===== src/rtl/branch_resolve_pkg.sv =====
// Shared types and encodings for the execute-stage branch resolution unit.
// The compare-code encodings match the upstream rs1/rs2 comparator.
package branch_resolve_pkg;

   typedef enum logic [1:0] {
      BR_COND = 2'd0,
      BR_JAL  = 2'd1,
      BR_JALR = 2'd2,
      BR_RSVD = 2'd3
   } br_type_e;

   localparam logic [1:0] BRAN_GT  = 2'd0;
   localparam logic [1:0] BRAN_LT  = 2'd1;
   localparam logic [1:0] BRAN_EQ  = 2'd2;
   localparam logic [1:0] BRAN_ERR = 2'd3;

   localparam logic [2:0] F3_BEQ  = 3'b000;
   localparam logic [2:0] F3_BNE  = 3'b001;
   localparam logic [2:0] F3_BLT  = 3'b100;
   localparam logic [2:0] F3_BGE  = 3'b101;
   localparam logic [2:0] F3_BLTU = 3'b110;
   localparam logic [2:0] F3_BGEU = 3'b111;

   typedef enum logic {
      IDLE  = 1'b0,
      REDIR = 1'b1
   } brres_state_e;

endpackage


===== src/rtl/branch_resolve_if.sv =====
// Redirect/flush handshake between the branch resolution unit and fetch.
interface branch_resolve_if #(
   parameter int XLEN = 32
);
   logic            redirect_valid;
   logic            redirect_ready;
   logic [XLEN-1:0] redirect_pc;
   logic            flush;

   modport master (
      output redirect_valid,
      output redirect_pc,
      output flush,
      input  redirect_ready
   );

   modport slave (
      input  redirect_valid,
      input  redirect_pc,
      input  flush,
      output redirect_ready
   );
endinterface


===== src/rtl/branch_resolve_cond_eval.sv =====
// Conditional-branch taken decision from funct3 and the signed/unsigned
// compare codes; an illegal funct3 or an error code on the used input forces not-taken.
module branch_cond_eval
   import branch_resolve_pkg::*;
(
   input  logic [2:0] funct3_i,
   input  logic [1:0] eqz_i,
   input  logic [1:0] eqz_u_i,
   output logic       taken_o,
   output logic       err_o
);

   logic taken_s;
   logic err_s;

   // Select compare code and condition by funct3
   always_comb begin
      taken_s = 1'b0;
      err_s   = 1'b0;
      case (funct3_i)
         F3_BEQ: begin
            taken_s = (eqz_i == BRAN_EQ);
            err_s   = (eqz_i == BRAN_ERR);
         end
         F3_BNE: begin
            taken_s = (eqz_i != BRAN_EQ);
            err_s   = (eqz_i == BRAN_ERR);
         end
         F3_BLT: begin
            taken_s = (eqz_i == BRAN_LT);
            err_s   = (eqz_i == BRAN_ERR);
         end
         F3_BGE: begin
            taken_s = (eqz_i == BRAN_GT) || (eqz_i == BRAN_EQ);
            err_s   = (eqz_i == BRAN_ERR);
         end
         F3_BLTU: begin
            taken_s = (eqz_u_i == BRAN_LT);
            err_s   = (eqz_u_i == BRAN_ERR);
         end
         F3_BGEU: begin
            taken_s = (eqz_u_i == BRAN_GT) || (eqz_u_i == BRAN_EQ);
            err_s   = (eqz_u_i == BRAN_ERR);
         end
         default: begin
            taken_s = 1'b0;
            err_s   = 1'b1;
         end
      endcase
   end

   assign taken_o = taken_s & ~err_s;
   assign err_o   = err_s;

endmodule


===== src/rtl/branch_resolve.sv =====
// Execute-stage branch resolution: taken/target, mispredict detection,
// registered redirect/flush handshake to fetch and saturating perf counters.
module branch_resolve
   import branch_resolve_pkg::*;
#(
   parameter int XLEN  = 32,
   parameter int CNT_W = 32
) (
   input  logic             clk,
   input  logic             rst_n,
   input  logic             br_valid_i,
   input  logic [1:0]       br_type_i,
   input  logic [2:0]       funct3_i,
   input  logic [XLEN-1:0]  pc_i,
   input  logic [XLEN-1:0]  imm_i,
   input  logic [XLEN-1:0]  rs1_i,
   input  logic [1:0]       rs1_rs2_eqz_i,
   input  logic [1:0]       rs1_rs2_eqz_u_i,
   input  logic             pred_taken_i,
   branch_resolve_if.master redir_if,
   output logic             stall_o,
   output logic [XLEN-1:0]  link_pc_o,
   output logic             misalign_exc_o,
   output logic             cmp_err_o,
   input  logic             cnt_clr_i,
   output logic [CNT_W-1:0] branch_cnt_o,
   output logic [CNT_W-1:0] mispred_cnt_o
);

   localparam logic [0:0] ST_IDLE  = IDLE;
   localparam logic [0:0] ST_REDIR = REDIR;
   localparam logic [CNT_W-1:0] CNT_MAX = {CNT_W{1'b1}};

   logic [0:0]       state_q, state_d;
   logic [XLEN-1:0]  redirect_pc_q, redirect_pc_d;
   logic             flush_q, flush_d;
   logic             misalign_q, misalign_d;
   logic             cmp_err_q, cmp_err_d;
   logic [CNT_W-1:0] branch_cnt_q, branch_cnt_d;
   logic [CNT_W-1:0] mispred_cnt_q, mispred_cnt_d;

   logic             cond_taken_s;
   logic             cond_err_s;
   logic             taken_s;
   logic             is_br_s;
   logic             is_jalr_s;
   logic             is_cond_s;
   logic [XLEN-1:0]  seq_pc_s;
   logic [XLEN-1:0]  jalr_sum_s;
   logic [XLEN-1:0]  target_s;
   logic [XLEN-1:0]  next_pc_s;
   logic             misalign_s;
   logic             mispred_s;
   logic             accept_s;
   logic             go_redir_s;

   branch_cond_eval u_cond_eval (
      .funct3_i (funct3_i),
      .eqz_i    (rs1_rs2_eqz_i),
      .eqz_u_i  (rs1_rs2_eqz_u_i),
      .taken_o  (cond_taken_s),
      .err_o    (cond_err_s)
   );

   assign seq_pc_s   = pc_i + XLEN'(4);
   assign jalr_sum_s = rs1_i + imm_i;
   assign link_pc_o  = seq_pc_s;

   // Resolve taken, target and mispredict for the instruction in EX
   always_comb begin
      taken_s   = 1'b0;
      is_br_s   = 1'b1;
      is_jalr_s = 1'b0;
      is_cond_s = 1'b0;
      target_s  = pc_i + imm_i;
      case (br_type_i)
         BR_COND: begin
            taken_s   = cond_taken_s;
            is_cond_s = 1'b1;
         end
         BR_JAL: begin
            taken_s = 1'b1;
         end
         BR_JALR: begin
            taken_s   = 1'b1;
            is_jalr_s = 1'b1;
            target_s  = {jalr_sum_s[XLEN-1:1], 1'b0};
         end
         default: begin
            is_br_s = 1'b0;
         end
      endcase
      next_pc_s  = taken_s ? target_s : seq_pc_s;
      misalign_s = taken_s & (target_s[1:0] != 2'b00);
      mispred_s  = is_jalr_s | (taken_s != pred_taken_i);
      accept_s   = br_valid_i & (state_q == ST_IDLE) & is_br_s;
      go_redir_s = accept_s & mispred_s & ~misalign_s;
   end

   // Next-state for the redirect FSM, pulses and counters
   always_comb begin
      state_d       = state_q;
      redirect_pc_d = redirect_pc_q;
      case (state_q)
         ST_IDLE: begin
            if (go_redir_s) begin
               state_d       = ST_REDIR;
               redirect_pc_d = next_pc_s;
            end else begin
               state_d = ST_IDLE;
            end
         end
         ST_REDIR: begin
            if (redir_if.redirect_ready) begin
               state_d = ST_IDLE;
            end else begin
               state_d = ST_REDIR;
            end
         end
         default: begin
            state_d = ST_IDLE;
         end
      endcase

      flush_d    = go_redir_s;
      misalign_d = accept_s & misalign_s;
      cmp_err_d  = accept_s & is_cond_s & cond_err_s;

      // Clear wins over a same-cycle increment
      if (cnt_clr_i) begin
         branch_cnt_d  = {CNT_W{1'b0}};
         mispred_cnt_d = {CNT_W{1'b0}};
      end else begin
         if (accept_s && (branch_cnt_q != CNT_MAX)) begin
            branch_cnt_d = branch_cnt_q + CNT_W'(1);
         end else begin
            branch_cnt_d = branch_cnt_q;
         end
         if (go_redir_s && (mispred_cnt_q != CNT_MAX)) begin
            mispred_cnt_d = mispred_cnt_q + CNT_W'(1);
         end else begin
            mispred_cnt_d = mispred_cnt_q;
         end
      end
   end

   // State, redirect payload, pulses and counters
   always_ff @(posedge clk or negedge rst_n) begin
      if (!rst_n) begin
         state_q       <= ST_IDLE;
         redirect_pc_q <= {XLEN{1'b0}};
         flush_q       <= 1'b0;
         misalign_q    <= 1'b0;
         cmp_err_q     <= 1'b0;
         branch_cnt_q  <= {CNT_W{1'b0}};
         mispred_cnt_q <= {CNT_W{1'b0}};
      end else begin
         state_q       <= state_d;
         redirect_pc_q <= redirect_pc_d;
         flush_q       <= flush_d;
         misalign_q    <= misalign_d;
         cmp_err_q     <= cmp_err_d;
         branch_cnt_q  <= branch_cnt_d;
         mispred_cnt_q <= mispred_cnt_d;
      end
   end

   assign redir_if.redirect_valid = (state_q == ST_REDIR);
   assign redir_if.redirect_pc    = redirect_pc_q;
   assign redir_if.flush          = flush_q;
   assign stall_o                 = (state_q == ST_REDIR);
   assign misalign_exc_o          = misalign_q;
   assign cmp_err_o               = cmp_err_q;
   assign branch_cnt_o            = branch_cnt_q;
   assign mispred_cnt_o           = mispred_cnt_q;

endmodule


===== src/flat_wrapper.sv =====
// flat-port wrapper written by rule: the top's interface ports become plain ports
module branch_resolve_flat import branch_resolve_pkg::*;
#(
   parameter int XLEN  = 32,
   parameter int CNT_W = 32
)
  (clk, rst_n, br_valid_i, br_type_i, funct3_i, pc_i, imm_i, rs1_i, rs1_rs2_eqz_i, rs1_rs2_eqz_u_i, pred_taken_i, stall_o, link_pc_o, misalign_exc_o, cmp_err_o, cnt_clr_i, branch_cnt_o, mispred_cnt_o, redir_if_redirect_valid, redir_if_redirect_pc, redir_if_flush, redir_if_redirect_ready);
  branch_resolve_if #(.XLEN(XLEN)) redir_if_i ();
  input  logic clk;
  input  logic rst_n;
  input  logic br_valid_i;
  input  logic [1:0] br_type_i;
  input  logic [2:0] funct3_i;
  input  logic [XLEN-1:0] pc_i;
  input  logic [XLEN-1:0] imm_i;
  input  logic [XLEN-1:0] rs1_i;
  input  logic [1:0] rs1_rs2_eqz_i;
  input  logic [1:0] rs1_rs2_eqz_u_i;
  input  logic pred_taken_i;
  output logic stall_o;
  output logic [XLEN-1:0] link_pc_o;
  output logic misalign_exc_o;
  output logic cmp_err_o;
  input  logic cnt_clr_i;
  output logic [CNT_W-1:0] branch_cnt_o;
  output logic [CNT_W-1:0] mispred_cnt_o;
  output wire logic [$bits(redir_if_i.redirect_valid)-1:0] redir_if_redirect_valid;
  output wire logic [$bits(redir_if_i.redirect_pc)-1:0] redir_if_redirect_pc;
  output wire logic [$bits(redir_if_i.flush)-1:0] redir_if_flush;
  input wire logic [$bits(redir_if_i.redirect_ready)-1:0] redir_if_redirect_ready;
  assign redir_if_redirect_valid = redir_if_i.redirect_valid;
  assign redir_if_redirect_pc = redir_if_i.redirect_pc;
  assign redir_if_flush = redir_if_i.flush;
  assign redir_if_i.redirect_ready = redir_if_redirect_ready;
  branch_resolve #(.XLEN(XLEN), .CNT_W(CNT_W)) u_core (.clk(clk), .rst_n(rst_n), .br_valid_i(br_valid_i), .br_type_i(br_type_i), .funct3_i(funct3_i), .pc_i(pc_i), .imm_i(imm_i), .rs1_i(rs1_i), .rs1_rs2_eqz_i(rs1_rs2_eqz_i), .rs1_rs2_eqz_u_i(rs1_rs2_eqz_u_i), .pred_taken_i(pred_taken_i), .redir_if(redir_if_i), .stall_o(stall_o), .link_pc_o(link_pc_o), .misalign_exc_o(misalign_exc_o), .cmp_err_o(cmp_err_o), .cnt_clr_i(cnt_clr_i), .branch_cnt_o(branch_cnt_o), .mispred_cnt_o(mispred_cnt_o));
endmodule

===== config.mk =====
export PLATFORM = sky130hd
export DESIGN_NAME = branch_resolve_flat
export DESIGN_NICKNAME = d
export VERILOG_FILES = /design/src/rtl/branch_resolve_pkg.sv /design/src/rtl/branch_resolve_if.sv /design/src/rtl/branch_resolve_cond_eval.sv /design/src/rtl/branch_resolve.sv /design/src/flat_wrapper.sv
export SDC_FILE = /design/constraint.sdc
export NUM_CORES = 1
export LEC_CHECK = 0
export ABC_CLOCK_PERIOD_IN_PS = 2900
export CAP_MARGIN = 20
export CORE_UTILIZATION = 50
export DETAILED_ROUTE_END_ITERATION = 12
export HOLD_SLACK_MARGIN = 0.02
export PLACE_DENSITY = 0.83
export SLEW_MARGIN = 20
export SYNTH_ARGS = -nofsm -noshare
export SYNTH_HDL_FRONTEND = slang
export SYNTH_HIERARCHICAL = 1
export SYNTH_SLANG_ARGS = --single-unit
export TNS_END_PERCENT = 10

===== constraint.sdc =====
create_clock -name clk -period 2.9 [get_ports clk]
set_input_delay 0.435 -clock clk [delete_from_list [all_inputs] [get_ports clk]]
set_output_delay 0.435 -clock clk [all_outputs]
set_load 0.1 [all_outputs]

### Word level (Yosys, flattened, before mapping)

Cells that the tools add are included.

* $add $sub $neg: 5
* equality and inequality tests: 17
* multiplexer cells: 15
* bitwise operators: 13
* reductions and logical operators: 16

Operators by type and width (count)
* 32-bit two-way mux: 6
* 32-bit by 1-bit adder with 32-bit output (second input constant): 2
* 32-bit adder: 2
* 32-bit inequality test (second input constant): 2
* 32-bit by 3-bit adder with 32-bit output (second input constant): 1
* 3-bit equality test (second input constant): 4
* 2-bit equality test (second input constant): 5
* 1-bit bitwise AND: 9
* 2-bit by 1-bit equality test with 1-bit output (second input constant): 3
* 2-bit zero test: 3
* 1-bit case mux with 2 select lines: 3
* 1-bit case mux with 6 select lines: 1
* 2-bit nonzero test: 3
* 1-bit two-way mux: 5
* 2-bit OR reduction: 2
* 4-bit OR reduction: 1
* 3-bit by 1-bit equality test with 1-bit output (second input constant): 1
* 3-bit zero test: 1
* 1-bit NOT: 3
* 3-bit OR reduction: 1
* 1-bit logical AND: 2
* 1-bit logical OR: 2
* 2-bit inequality test (second input constant): 1
* 2-bit AND reduction: 1
* 2 further kinds: 2

* register bits after elaboration: 100
* output and inout bits: 133

### Depth between registers and ports, before layout

* depth in word-level cells: 13
* depth in mapped cells: 17

### Hierarchy

The synthesis kept the hierarchy.

By module, submodules not included
* branch_resolve: times used 1, cells an instance 1088, area an instance 8821.0 um^2, sequential area each 2502.4 um^2
* branch_cond_eval: times used 1, cells an instance 13, area an instance 92.6 um^2, sequential area each 0.0 um^2

### Worst setup path after synthesis

No wires, ideal clock.

* path kind: input -> register
* start: input pc_i[12]
* end: register u_core.redirect_pc_q[29] (netlist: u_core/redir_if.redirect_pc[29])
* arrival time: 3.666 ns
* data required time: 2.819 ns
* setup slack: -0.848 ns
* cell stages on the path: 9
* buffers on the path: 0
* cell sequence: and4_1 nand3_1 nor4_2 and3_1 nand2_1 xnor2_1 o211ai_1 o311ai_1 o21bai_1

RTL lines
* start, declared: RTL line flat_wrapper.sv:14 `input logic [XLEN-1:0] pc_i;`
* 32-bit by 3-bit adder with 32-bit output: RTL line branch_resolve.sv:65 `assign seq_pc_s = pc_i + XLEN'(4);`
* net link_pc_o[29]: RTL line flat_wrapper.sv:21 `output logic [XLEN-1:0] link_pc_o;`
* 32-bit two-way mux: RTL line branch_resolve.sv:93 `next_pc_s = taken_s ? target_s : seq_pc_s;`
* end signal, assigned: RTL line branch_resolve.sv:151 `redirect_pc_q <= {XLEN{1'b0}};`
* end signal, assigned: RTL line branch_resolve.sv:159 `redirect_pc_q <= redirect_pc_d;`
* end, declared: RTL line branch_resolve.sv:35 `logic [XLEN-1:0] redirect_pc_q, redirect_pc_d;`

The timed path passes the listed nets, and every way through them passes these cells.
A chain may end at the register's enable or synchronous reset.

### Final worst setup path

* start: input imm_i[7]
* end: register u_core.redirect_pc_q[29] (netlist: u_core/redir_if.redirect_pc[29])

* longest elaborated chain between the ends: 3

Ends and longest elaborated chain
* start, declared: RTL line flat_wrapper.sv:15 `input logic [XLEN-1:0] imm_i;`
* 32-bit adder, on equally long branches: RTL line branch_resolve.sv:75, branch_resolve.sv:66
* 32-bit two-way mux *: RTL line branch_resolve.sv:76 `case (br_type_i)`
* 32-bit two-way mux *: RTL line branch_resolve.sv:93

Mark *: on every way between the ends. The rest lies on a longest branch, timed or not.

==> run_results.csv <==
group,metric,value,unit
clock_network,insertion_delay,350,ps
global_route,overflow,0,
synthesis,synth_area_leaders,"dfrtp_1 (28%), ha_1 (9.4%), xor2_1 (6.7%)",
setup_path,cp_top_family,"compound AO/OA/AOI/OAI gates",
setup_path,r2r_end,"u_core/mispred_cnt_o[25]$_DFFE_PN0P_",
finish,stdcell_count,1828,
global_route,antenna_found_initial,0,
global_route,grt_pass1_vias,10300,
power_and_ir_drop,p_per_area,496,mW/mm2
detailed_routing,vias,10900,
setup_path,reg2regPathDepth,10,
global_route,grt_max_degree,50,
global_route,grt_use_met1,48.7,%
synthesis,synth_edf_count,0,
setup_path,endpoint,"u_core/redir_if.redirect_pc[29]$_DFFE_PN0P_",
finish,nFillCells,1042,
synthesis,synth_cell_types,76,
synthesis,synthCells,1101,
floorplan,dieArea,0.0184,mm2
setup_path,crit_required,3120,ps
place,io_buffer_count,243,
power_and_ir_drop,power_frac_seq,24.2,%
place,gp_congestion,0.987,
setup_path,critPathArrivalTime,3140,ps
setup_path,r2r_start,"u_core/mispred_cnt_o[19]$_DFFE_PN0P_",
sta,rsz0062_at_grt,"yes",
setup_path,critical-path-max-stage-delay,450,ps
sta,setup_slack,-16.3,ps
sta,fmax,343,MHz
detailed_routing,wl_per_cell,18.9,um
floorplan,die_h,136,um
synthesis,yosys.area.top_type,"dfrtp_1",
setup_path,slowest_stage,"clkdlybuf4s50_1",
setup_path,crit_chain,"clkdlybuf4s50_1, buf_4, ha_1, o211ai_1, nor2_1, o31a_1, o211ai_1, buf_4, a21oi_4, o21ai_2, buf_4, a21boi_2, mux2i_1, o21bai_1",
power_and_ir_drop,p_int,3.57,mW
setup_path,critPathBufInv,4,
sta,relSlewSlack,56.6,%
clock_network,h-tree-depth,3,
global_route,use_met3,5.61,%
finish,antenna_cells,0,
floorplan,rows,48,
synthesis,avgSynthCellArea,8.10,um2
sta,drv_slew,0,
setup_path,cp_common_cell,"buf_4",
setup_path,crit_cells,14,
detailed_routing,drc,0,
sta,setup_viol,1,
finish,finish.utilization,83.6,%
detailed_routing,dr.pass1.iters,6,
power_and_ir_drop,pwr-share-comb,59.3,%
synthesis,syn-num-nets,1281,
power_and_ir_drop,p_switching,3.63,mW
setup_path,endpoint_kind,"flip-flop",
sta,period_minus_slack,2920,ps
global_route,use_met2,57.9,%
global_route,busiest_layer,"met2",
clock_network,cts_root_buf,"clkbuf_16",
place,placedCellCount,1798,
synthesis,synth_top_area_share,28.1,%
clock_network,clk_pin_slew,80,ps
power_and_ir_drop,ir_drop,0.000417,V
clock_network,clk_path_buf_depth,2,
setup_path,path_class,"input port to flip-flop",
setup_path,cp_max_fo,3,
floorplan,io_pins,244,
sta,period_share,101,%
detailed_routing,vias_per_cell,5.96,
synthesis,seq_area_frac_synth,28.1,%
finish,syn_to_final_growth,62.8,%
synthesis,ys.warnings.count,6,
place,post-dp-hpwl,26.7,mm
setup_path,startpoint,"imm_i[7]",
sta,finalClockSkew,12.1,ps
status,violations,"negative setup slack",
finish,finalNetCount,1778,
detailed_routing,drtIter0Drc,1167,
sta,tightest_slew,651,ps
sta,report.final.hold_viol_count,0,
synthesis,synth_ff_type,"dfrtp_1",
detailed_routing,wirelength,34.5,mm
status,outcome,"complete, but fails checks",
floorplan,die_w,136,um
finish,final_common_cell,"buf_4",
flow_run,max_cap_viol_count,0,
floorplan,start_util,51.4,%
min_path,min_path_type,"input port to asynchronous set/reset pin",
clock_network,cts_tree,"built",
finish,drive_above_1_share,34.3,%
global_route,grt_usage,36.2,%
place,preCtsSetupSlack,-664,ps
power_and_ir_drop,switching_share,50.5,%
floorplan,core_area,0.0174,mm2
synthesis,syn-cell-area,0.00891,mm2
global_route,grt_pass1_wl,52.2,mm
setup_path,cp-start-kind,"input port",
synthesis,synth_seq_cells,100,
clock_network,cts_buffers,9,
synthesis,synthArstFlopShare,100,%
finish,final_cell_mix,"buf_4 (380), nor2_1 (123), nand2_1 (111), dfrtp_1 (100)",
clock_network,hold_buffers,0,
power_and_ir_drop,p_leak,6.88,nW
setup_path,rrSetupSlack,210,ps
clock_network,cts.sinks,100,
detailed_routing,antenna_left,0,
power_and_ir_drop,pwr-share-clk,16.4,%
cells by family after synthesis:
| kind of cell | share of synthesized area [%] |
|---|---|
| buffers and inverters | 3.30 |
| adders and majority gates | 9.85 |
| and+or+nand+nor | 22.7 |
| muxes | 0.969 |
| xor gates and xnor gates | 12.5 |
| DFF | 28.1 |
| AOI/OAI and AO/OA | 22.6 |
flip-flops by register name, indices dropped and copies added (netlist names):
| name | cells |
|---|---|
| u_core/redir_if.redirect_pc | 32 |
| u_core/redir_if.redirect_valid | 1 |
| u_core/cmp_err_o | 1 |
| u_core/misalign_exc_o | 1 |
| u_core/redir_if.flush | 1 |
| u_core/mispred_cnt_o | 32 |
| u_core/branch_cnt_o | 32 |
synth_stat cells, types with 4 or more instances:
cell,number
nor2_1,127
nand2_1,114
dfrtp_1,100
a21oi_1,86
xor2_1,68
ha_1,67
xnor2_1,59
o21ai_0,57
nand3_1,46
inv_1,29
clkbuf_1,28
nand4_1,23
a21o_1,22
a211oi_1,19
nor3_1,17
o211ai_1,16
or3_1,16
and3_1,14
o21bai_1,13
and4_1,12
o21ai_1,12
nand2b_1,10
o31ai_1,9
a31oi_1,8
nor2b_1,8
o21a_1,8
o22ai_1,8
nor4_1,7
a211o_1,6
and2_1,6
mux2i_1,6
nor3b_1,6
a22oi_1,5
buf_1,5
buf_4,4
o31a_1,4
worst min-delay path by stage:
stage / startpoint / end / slack [ps] / cells after the start
after global placement: u_core/redir_if.redirect_pc[9]$_DFFE_PN0P_ / u_core/redir_if.redirect_pc[9]$_DFFE_PN0P_ / 460 / 2
after CTS: rst_n / u_core/mispred_cnt_o[17]$_DFFE_PN0P_ / 120 / 1
after floorplan: rst_n / u_core/branch_cnt_o[0]$_DFFE_PN0P_ / 140 / 0
after global routing: rst_n / u_core/mispred_cnt_o[17]$_DFFE_PN0P_ / 140 / 1
after detailed placement: u_core/redir_if.redirect_pc[27]$_DFFE_PN0P_ / u_core/redir_if.redirect_pc[27]$_DFFE_PN0P_ / 470 / 2
final: rst_n / u_core/mispred_cnt_o[17]$_DFFE_PN0P_ / 100 / 1
metal layers:
layer  part of all wire (%)  wire length (um)
met1                     40             14000
met2                     46             16000
met3                    9.1              3150
met4                    4.2              1450
met5                      0                 0
area by class of cell:
cell class                      instances  area (um2)  area share [%]
Clock buffer                            9         225            1.55
Inverter                               30         118           0.810
Timing Repair Buffer                  525        4590            31.6
Tap cell                              225         282            1.94
Sequential cell                       100        2500            17.2
Multi-Input combinational cell        932        6730            46.4
Clock inverter                          7        67.6           0.466
per-stage QoR:
step                hold WS (ps)  setup TNS, ps  power (mW)  cell area (um2)
floorplan                    139          -9830        4.38             9030
global placement             465         -19600        5.77            13600
detailed placement           471         -28090        5.82            13600
CTS                          121          -97.9        7.04            14100
global route                 143           -317        7.45            14500
finish                      97.9          -16.3        7.20            14500
power by group through the flow:
| stage | Clock, mW | Sequential (mW) | Combinational (mW) |
|---|---|---|---|
| after floorplan | 0 | 3.15 | 1.23 |
| after global placement | 0 | 1.76 | 4.01 |
| after detailed placement | 0 | 1.76 | 4.06 |
| after CTS | 1.20 | 1.74 | 4.10 |
| after global routing | 1.25 | 1.76 | 4.44 |
| final | 1.18 | 1.74 | 4.27 |
repair_timing:
| action | in CTS | in global routing |
|---|---|---|
| endpoints found under the hold margin | 0 | 0 |
| gates resized for setup | 73 | 82 |
| buffers inserted | 8 | 7 |
| endpoints found under the setup margin | 44 | 37 |
| cloned | 0 | 0 |
| pin swaps | 24 | 53 |
(Power assumes the default switching activity.)
